[src/rtl/axi_pkg.sv]
// Shared definitions for the AXI read-side scheduler: requester IDs,
// scheduler state encoding and AXI transfer size codes.
package axi_pkg;

  localparam logic [3:0] ID_INST = 4'd0;
  localparam logic [3:0] ID_DATA = 4'd1;

  typedef enum logic {
    IDLE = 1'b0,
    BUSY = 1'b1
  } rd_state_e;

  localparam logic [2:0] AXI_SIZE_1B = 3'd0;
  localparam logic [2:0] AXI_SIZE_2B = 3'd1;
  localparam logic [2:0] AXI_SIZE_4B = 3'd2;

endpackage

[src/rtl/rd_outst_cnt.sv]
// Up/down counter of in-flight reads for one AXI ID. Increments on an
// accepted AR, decrements on the last R beat, saturates at both ends and
// flags an attempt to decrement below zero.
module rd_outst_cnt #(
  parameter int MAX_CNT = 2,
  parameter int CW      = $clog2(MAX_CNT + 1)
) (
  input  logic          aclk,
  input  logic          aresetn,
  input  logic          inc,
  input  logic          dec,
  output logic [CW-1:0] count,
  output logic          underflow
);

  // A lone decrement at zero is a response nobody asked for.
  assign underflow = dec & ~inc & (count == '0);

  // Track in-flight reads; simultaneous inc and dec cancel out.
  always_ff @(posedge aclk) begin
    if (!aresetn) begin
      count <= '0;
    end else if (inc && !dec && (count != CW'(MAX_CNT))) begin
      count <= count + CW'(1);
    end else if (dec && !inc && (count != '0)) begin
      count <= count - CW'(1);
    end
  end

endmodule

[src/rtl/axi_rd_sched.sv]
// Read-request scheduler: arbitrates instruction (m0) and data (m1) read
// requests onto one AXI AR channel, tags them with the requester ID, counts
// outstanding reads per ID, routes R beats back by rid and holds off reads
// that hit the word of a pending write.
module axi_rd_sched
  import axi_pkg::*;
#(
  parameter int MAX_OUTSTANDING = 2,
  parameter int STARVE_LIMIT    = 4
) (
  input  logic        aclk,
  input  logic        aresetn,
  input  logic        m0_arvalid,
  input  logic [31:0] m0_araddr,
  input  logic [2:0]  m0_arsize,
  output logic        m0_arready,
  input  logic        m1_arvalid,
  input  logic [31:0] m1_araddr,
  input  logic [2:0]  m1_arsize,
  output logic        m1_arready,
  output logic [3:0]  arid,
  output logic [31:0] araddr,
  output logic [2:0]  arsize,
  output logic        arvalid,
  input  logic        arready,
  input  logic [3:0]  rid,
  input  logic [31:0] rdata,
  input  logic [1:0]  rresp,
  input  logic        rlast,
  input  logic        rvalid,
  output logic        rready,
  output logic        m0_rvalid,
  output logic [31:0] m0_rdata,
  input  logic        m0_rready,
  output logic        m1_rvalid,
  output logic [31:0] m1_rdata,
  input  logic        m1_rready,
  input  logic        wr_pend,
  input  logic [31:0] wr_pend_addr,
  output logic        err_rid
);

  localparam int CW = $clog2(MAX_OUTSTANDING + 1);
  localparam int SW = $clog2(STARVE_LIMIT + 1);

  rd_state_e     state;
  rd_state_e     state_next;
  logic [CW-1:0] cnt0;
  logic [CW-1:0] cnt1;
  logic [SW-1:0] starve;
  logic          hazard0;
  logic          hazard1;
  logic          elig0;
  logic          elig1;
  logic          force0;
  logic          grant0;
  logic          grant1;
  logic          ar_hs;
  logic          r_done;
  logic          rid_bad;
  logic          uf0;
  logic          uf1;
  logic          unused_bits;

  // rresp is not interpreted and the byte-offset bits of the write address
  // do not take part in the word-level hazard compare.
  assign unused_bits = ^{rresp, wr_pend_addr[1:0]};

  assign hazard0 = wr_pend & (m0_araddr[31:2] == wr_pend_addr[31:2]);
  assign hazard1 = wr_pend & (m1_araddr[31:2] == wr_pend_addr[31:2]);
  assign elig0   = m0_arvalid & (cnt0 < CW'(MAX_OUTSTANDING)) & ~hazard0;
  assign elig1   = m1_arvalid & (cnt1 < CW'(MAX_OUTSTANDING)) & ~hazard1;

  // Data port has fixed priority unless instruction fetch has starved.
  assign force0 = (starve == SW'(STARVE_LIMIT)) & elig0;
  assign grant1 = (state == IDLE) & elig1 & ~force0;
  assign grant0 = (state == IDLE) & elig0 & (force0 | ~elig1);

  assign ar_hs  = arvalid & arready;
  assign r_done = rvalid & rready & rlast;

  // Scheduler state register.
  always_ff @(posedge aclk) begin
    if (!aresetn) state <= IDLE;
    else          state <= state_next;
  end

  // Grant moves to BUSY; the AR handshake returns to IDLE.
  always_comb begin
    state_next = state;
    case (state)
      IDLE:    if (grant0 || grant1) state_next = BUSY;
      BUSY:    if (arready)          state_next = IDLE;
      default: state_next = IDLE;
    endcase
  end

  // AR-side outputs derived from state and the current grant.
  always_comb begin
    arvalid    = (state == BUSY);
    m0_arready = grant0;
    m1_arready = grant1;
  end

  // Capture the granted request; held stable while waiting for arready.
  always_ff @(posedge aclk) begin
    if (!aresetn) begin
      arid   <= '0;
      araddr <= '0;
      arsize <= '0;
    end else if (grant1) begin
      arid   <= ID_DATA;
      araddr <= m1_araddr;
      arsize <= m1_arsize;
    end else if (grant0) begin
      arid   <= ID_INST;
      araddr <= m0_araddr;
      arsize <= m0_arsize;
    end
  end

  // Count how many times in a row fetch lost while it could have gone.
  always_ff @(posedge aclk) begin
    if (!aresetn) begin
      starve <= '0;
    end else if (grant0) begin
      starve <= '0;
    end else if (grant1 && elig0 && (starve != SW'(STARVE_LIMIT))) begin
      starve <= starve + SW'(1);
    end
  end

  // Steer R beats by rid; unknown IDs are swallowed and flagged.
  always_comb begin
    m0_rvalid = 1'b0;
    m1_rvalid = 1'b0;
    rready    = 1'b1;
    rid_bad   = 1'b0;
    case (rid)
      ID_INST: begin
        m0_rvalid = rvalid;
        rready    = m0_rready;
      end
      ID_DATA: begin
        m1_rvalid = rvalid;
        rready    = m1_rready;
      end
      default: rid_bad = rvalid;
    endcase
  end

  assign m0_rdata = rdata;
  assign m1_rdata = rdata;

  rd_outst_cnt #(.MAX_CNT(MAX_OUTSTANDING), .CW(CW)) u_cnt_inst (
    .aclk      (aclk),
    .aresetn   (aresetn),
    .inc       (ar_hs & (arid == ID_INST)),
    .dec       (r_done & (rid == ID_INST)),
    .count     (cnt0),
    .underflow (uf0)
  );

  rd_outst_cnt #(.MAX_CNT(MAX_OUTSTANDING), .CW(CW)) u_cnt_data (
    .aclk      (aclk),
    .aresetn   (aresetn),
    .inc       (ar_hs & (arid == ID_DATA)),
    .dec       (r_done & (rid == ID_DATA)),
    .count     (cnt1),
    .underflow (uf1)
  );

  // Sticky error: unknown rid or a response with nothing outstanding.
  always_ff @(posedge aclk) begin
    if (!aresetn)                  err_rid <= 1'b0;
    else if (rid_bad | uf0 | uf1)  err_rid <= 1'b1;
  end

endmodule

[config.mk]
export PLATFORM = sky130hd
export DESIGN_NAME = axi_rd_sched
export DESIGN_NICKNAME = d
export VERILOG_FILES = /design/src/rtl/axi_pkg.sv /design/src/rtl/rd_outst_cnt.sv /design/src/rtl/axi_rd_sched.sv
export SDC_FILE = /design/constraint.sdc
export NUM_CORES = 1
export LEC_CHECK = 0
export CORE_MARGIN = 8
export CORE_UTILIZATION = 35
export CTS_BUF_LIST = sky130_fd_sc_hd__clkbuf_8
export DETAILED_ROUTE_END_ITERATION = 8
export PLACE_DENSITY = 0.8
export SLEW_MARGIN = 20
export SYNTH_ARGS = -nofsm -noshare
export SYNTH_HDL_FRONTEND = slang
export SYNTH_SLANG_ARGS = --single-unit
export TNS_END_PERCENT = 30
[constraint.sdc]
create_clock -name aclk -period 2.4 [get_ports aclk]
set_clock_uncertainty 0.05 [all_clocks]
set_input_delay 0.48 -clock aclk [delete_from_list [all_inputs] [get_ports aclk]]
set_output_delay 0.48 -clock aclk [all_outputs]
set_load 0.02 [all_outputs]
---- Word-level counts from Yosys, hierarchy flattened ----
Cells that the tools add are included.
word-level totals
  memories ................................ 0
  memory bits (read-only) ................. 0
  output and inout port bits .............. 110
  latch bits .............................. 0
  logic and storage cells ................. 98
  RAM bits ................................ 0
  bits of input ports ..................... 150
  bits in registers ....................... 45
cells by class
  shift-type cells ........................ 0
  bitwise logic cells ..................... 33
  $add $sub $neg .......................... 5
  reduce and logical (&&, ||, !) cells .... 26
  div/mod/pow operators ................... 0
  order comparisons ....................... 2
  eq/ne operators ......................... 7
  multiply operators ...................... 0
  muxes and demuxes ....................... 17
operators by type and width
  operator             number
  $mux 32              2
  $eq 30x30->1         2
  $and 1x1->1          22
  $logic_and 1x1->1    10
  $reduce_bool 2->1    5
  $logic_not 4->1      2
  $mux 2               4
  $not 1->1            8
  $mux 1               7
  $mux 3               2
  $add 2x1->2 const B  2
  $eq 4x1->1 const B   1
  $logic_not 1->1      4
  $logic_not 2->1      2
  $lt 2x2->1 const B   2
  $ne 2x2->1 const B   2
  $pmux 1 s2           2
  $reduce_or 2->1      2
  $sub 2x1->2 const B  2
  $add 3x1->3 const B  1
  $eq 3x3->1 const B   1
  $ne 3x3->1 const B   1
  $or 1x1->1           3
  $logic_or 1x1->1     1

---- Longest topological paths before layout ----
  word-level depth ........................ 10
  mapped depth ............................ 8
  mapped depth without buffers ............ 7

---- Hierarchy ----
A second synthesis with hierarchy kept.
unflattened totals
  cells, all modules ...................... 425
  area total of the unflattened synthesis .. 3442.1 sq um
modules (own cells, without submodules)
  module        area an instance (sq um)  times used  cells an instance  sequential area each (sq um)
  axi_rd_sched  3201.8                    1           399                820.8
  rd_outst_cnt  120.1                     2           13                 40.0

---- Least setup slack after synthesis ----
No wires, ideal clock.
  path kind ............................... in2out
  from .................................... input port wr_pend_addr[24]
  to ...................................... output port m1_arready
  arrival time ............................ 1843 ps
  setup slack ............................. 27 ps
  path buffers ............................ 1
  data required time ...................... 1870 ps
  stages on the path ...................... 6
  cells stage by stage .................... xnor2_1 nand4_1 nor4_2 a21oi_1 clkbuf_1 nor2_1
between the ends
  word-level cells in the longest chain between the ends .. 7
  elaborated cells between the ends (all ways) .. 12
  classes of those cells .................. 2 x eq/ne; 10 x bitwise
RTL lines
  item           line                source
  from (decl)    axi_rd_sched.sv:39  input logic [31:0] wr_pend_addr,
  $eq 30x30->1   axi_rd_sched.sv:69  assign hazard0 = wr_pend & (m0_araddr[31:2] == wr_pend_addr[31:2]);
  $and 1x1->1    axi_rd_sched.sv:69
  $not 1->1      axi_rd_sched.sv:71  assign elig0 = m0_arvalid & (cnt0 < CW'(MAX_OUTSTANDING)) & ~hazard0;
  $and 1x1->1    axi_rd_sched.sv:71
  $and 1x1->1    axi_rd_sched.sv:75  assign force0 = (starve == SW'(STARVE_LIMIT)) & elig0;
  $not 1->1      axi_rd_sched.sv:76  assign grant1 = (state == IDLE) & elig1 & ~force0;
  $and 1x1->1 *  axi_rd_sched.sv:76
  to (decl)      axi_rd_sched.sv:20  output logic m1_arready,
Mark *: on every way between the ends. The rest lies on a longest branch, timed or not.

---- Worst setup path in the final report ----
  from .................................... input port wr_pend_addr[31]
  to ...................................... output port m0_arready
between the ends
  word-level cells in the longest chain between the ends .. 7
  elaborated cells between the ends (all ways) .. 13
  classes of those cells .................. 2 x eq/ne; 11 x bitwise
RTL lines
  item                                      line                                    source
  $eq 30x30->1, on equally long branches    axi_rd_sched.sv:69, axi_rd_sched.sv:70
  $and 1x1->1, on equally long branches     axi_rd_sched.sv:69, axi_rd_sched.sv:70
  $not 1->1, on equally long branches       axi_rd_sched.sv:71, axi_rd_sched.sv:72
  $and 1x1->1, on equally long branches     axi_rd_sched.sv:71, axi_rd_sched.sv:72
  $and 1x1->1 or $not 1->1 (tied branches)  axi_rd_sched.sv:75, axi_rd_sched.sv:77
  $or 1x1->1                                axi_rd_sched.sv:77                      assign grant0 = (state == IDLE) & elig0 & (force0 | ~elig1);
  $and 1x1->1 *                             axi_rd_sched.sv:77
  to (decl)                                 axi_rd_sched.sv:16                      output logic m0_arready,
Marked as above.

==> metrics.txt <==
Slew Limit Fails 0; die footprint 13,600 sq um; clock slew at reported path FFs around 90 ps; met2 Use GR 35.3%; Die X 116 um; P per Cell Area roughly 440 nW/um^2; Max-slew headroom 63.5%; Main synth FF type dfxtp_1; final HPWL from detailed placement 10,700 um; EDFF count, synth 0; Worst Path Max Fanout 3; Via Count 3,565; final instance area 5250 sq um; Mapped Area about 3500 sq um; #FFs+latches synth 45; RSZ-0062 raised after global routing yes; CP Data Required Time approximately 1900 ps; Syn. warnings 0; All-Layer GR Usage 20.1%; post-synthesis cell count 425; crit path capture type output port; DRT iter0 DRCs 185; Cell Count Post-Placement 662; largest net degree at the start of global routing 40; hold crit path type in -> reg; initial antenna violation count 1; wire length per cell roughly 21 um; Synth-to-Final Area Change 48.8%; R2R Setup Slk 350 ps; grt met1 use 20.6%; failing checks negative setup slack; Seq/Total Area, Yosys 25.5%; met3 Use GR 5.22%; Port Buffers around 160; First-pass DRT Iterations 4; CTS root buf clkbuf_8; CTS tree yes; fraction of layout instances using a drive strength above 1 a little over a third; FMAX 414 MHz; DRC viols 0; crit share post-route 101%; outcome finished with violations; hold_buf cts 0; vias in the first global route just under 4,000; CTS Buf Count 5; Psw between 700 and 800 uW; TritonCTS sink count 45; Internal around 1.5 mW; fin util roughly 54%; Final WS setup -16.7 ps; nets@finish 689; clk_lat worst skew 290 ps; most frequent cells in the layout nor3_1, clkdlybuf4s50_1, dfxtp_1; first-pass GRT wire length 20,800 um; gr busiest metal met2; Cell Area, Placed 5000 sq um; leakage power approximately 2.1 nW; part of the power in registers 37.1%; final WL about 14,000 um; # IOs 260; most common cell after layout, fill and taps aside nor3_1; Setup CP Type in -> out; post-route antenna net violation count 0; clock network fraction of design power 21.4%; GP Congestion 0.838; Comb power frac 41.5%; Rows 36; minimum clock period between 2000 and 2500 ps; Final Non-Filler Cells about 670; final setup fails 1; switching part of the total roughly 34%; Worst Path Arrival 1890 ps; H-Tree Depth 2; Final Hold Fails 0; total core area 9770 sq um; max-cap check violation count 0; clock tree buffer depth 2; Vert. Die Dim 116 um; Unique masters post-synth 38; Peak supply drop ~0.23 mV; Initial Utilization 36.1%; vias per cell 5.31; Avg Cell Area, Syn approximately 8.3 sq um; fraction of registers with async set/reset 0%; critical path startpoint category input pin; total grt overflow 0; Worst-Margin Slew 547 ps
[cell families after synthesis]
logic type	share of synthesized area, %
xor+xnor	14.9
buf+inv	21.8
simple gates	19.0
fa+ha+maj	0.709
mux	1.21
other cells	0.106
compound gates	16.8
flops	25.5
[sequential cells by signal (all words and copies together), names as in the netlist]
register / cells
araddr: 32
arsize: 3
starve: 3
u_cnt_data.count: 2
u_cnt_inst.count: 2
arid: 1
arvalid: 1
err_rid: 1
[area by class of cell]
type | count | area, sq um
clock buffer | 6 | 82.6
multi-input combinational | 253 | 2310
antenna | 1 | 2.50
inverter | 39 | 146
fill | 932 | 4520
clock inverter | 1 | 3.75
sequential | 45 | 901
tap | 133 | 166
timing repair buffer | 193 | 1640
[stage by stage]
step	power (mW)	TNS, ps	hold WS [ps]	worst slack [ps]
after global routing	2.43	-114	408	-79.1
after CTS	2.32	-6.37	399	-6.37
after global placement	1.79	-27690	420	-980
after floorplan	1.45	0	434	27.1
final	2.32	-16.7	397	-16.7
after detailed placement	1.81	-31600	439	-965
[final timing paths]
check | from | cells after the start | to
worst max-delay path | wr_pend_addr[31] | 9 | m0_arready
worst min-delay path | m0_araddr[18] | 3 | araddr[18]
worst max register to register | starve[0] | 7 | araddr[31]
worst min register to register | err_rid | 2 | err_rid
[worst max-delay path: stages]
cell and delay [ps]:
buf_4 130, xnor2_2 140, buf_4 120, nand4_1 130, nor4_2 310, buf_4 190
a21oi_4 70, a21boi_4 170, buf_6 140
[cell usage after synthesis (6+ instances only)]
| cell | count | area share [%] |
|---|---|---|
| nand2_1 | 9 | 0.96 |
| a2111oi_2 | 17 | 7.2 |
| a21oi_1 | 7 | 0.99 |
| a2111oi_0 | 6 | 1.5 |
| nor3_1 | 75 | 11 |
| inv_1 | 39 | 4.1 |
| nand4_1 | 14 | 2.5 |
| clkbuf_1 | 15 | 1.6 |
| dfxtp_1 | 45 | 26 |
| xnor2_1 | 60 | 15 |
| buf_4 | 71 | 15 |
| nor2b_1 | 6 | 1.1 |
| a2111oi_1 | 12 | 3.4 |
[what timing repair did]
action | 4_1_cts | 5_1_grt
endpoints found under the setup margin | 44 | 39
gates resized for setup | 297 | 81
buffers inserted | 3 | 0
pin swaps | 69 | 43
[power groups by stage]
| stage | Sequential [mW] | Clock, mW | Combinational, mW |
|---|---|---|---|
| 4_1_cts | 0.859 | 0.516 | 0.942 |
| 5_1_grt | 0.868 | 0.538 | 1.02 |
| 6_report | 0.860 | 0.495 | 0.963 |
| 3_3_place_gp | 0.871 | 0 | 0.920 |
| 2_1_floorplan | 0.953 | 0 | 0.500 |
| 3_5_place_dp | 0.876 | 0 | 0.936 |
[metal layers]
metal / routed length (um) / vias up
met2: 6980 / 151
met3: 950 / 58
met5: 0 / -
li1: - / 1656
met4: 725 / 0
met1: 5140 / 1700
Note: power is estimated with default switching activity, not from simulation.
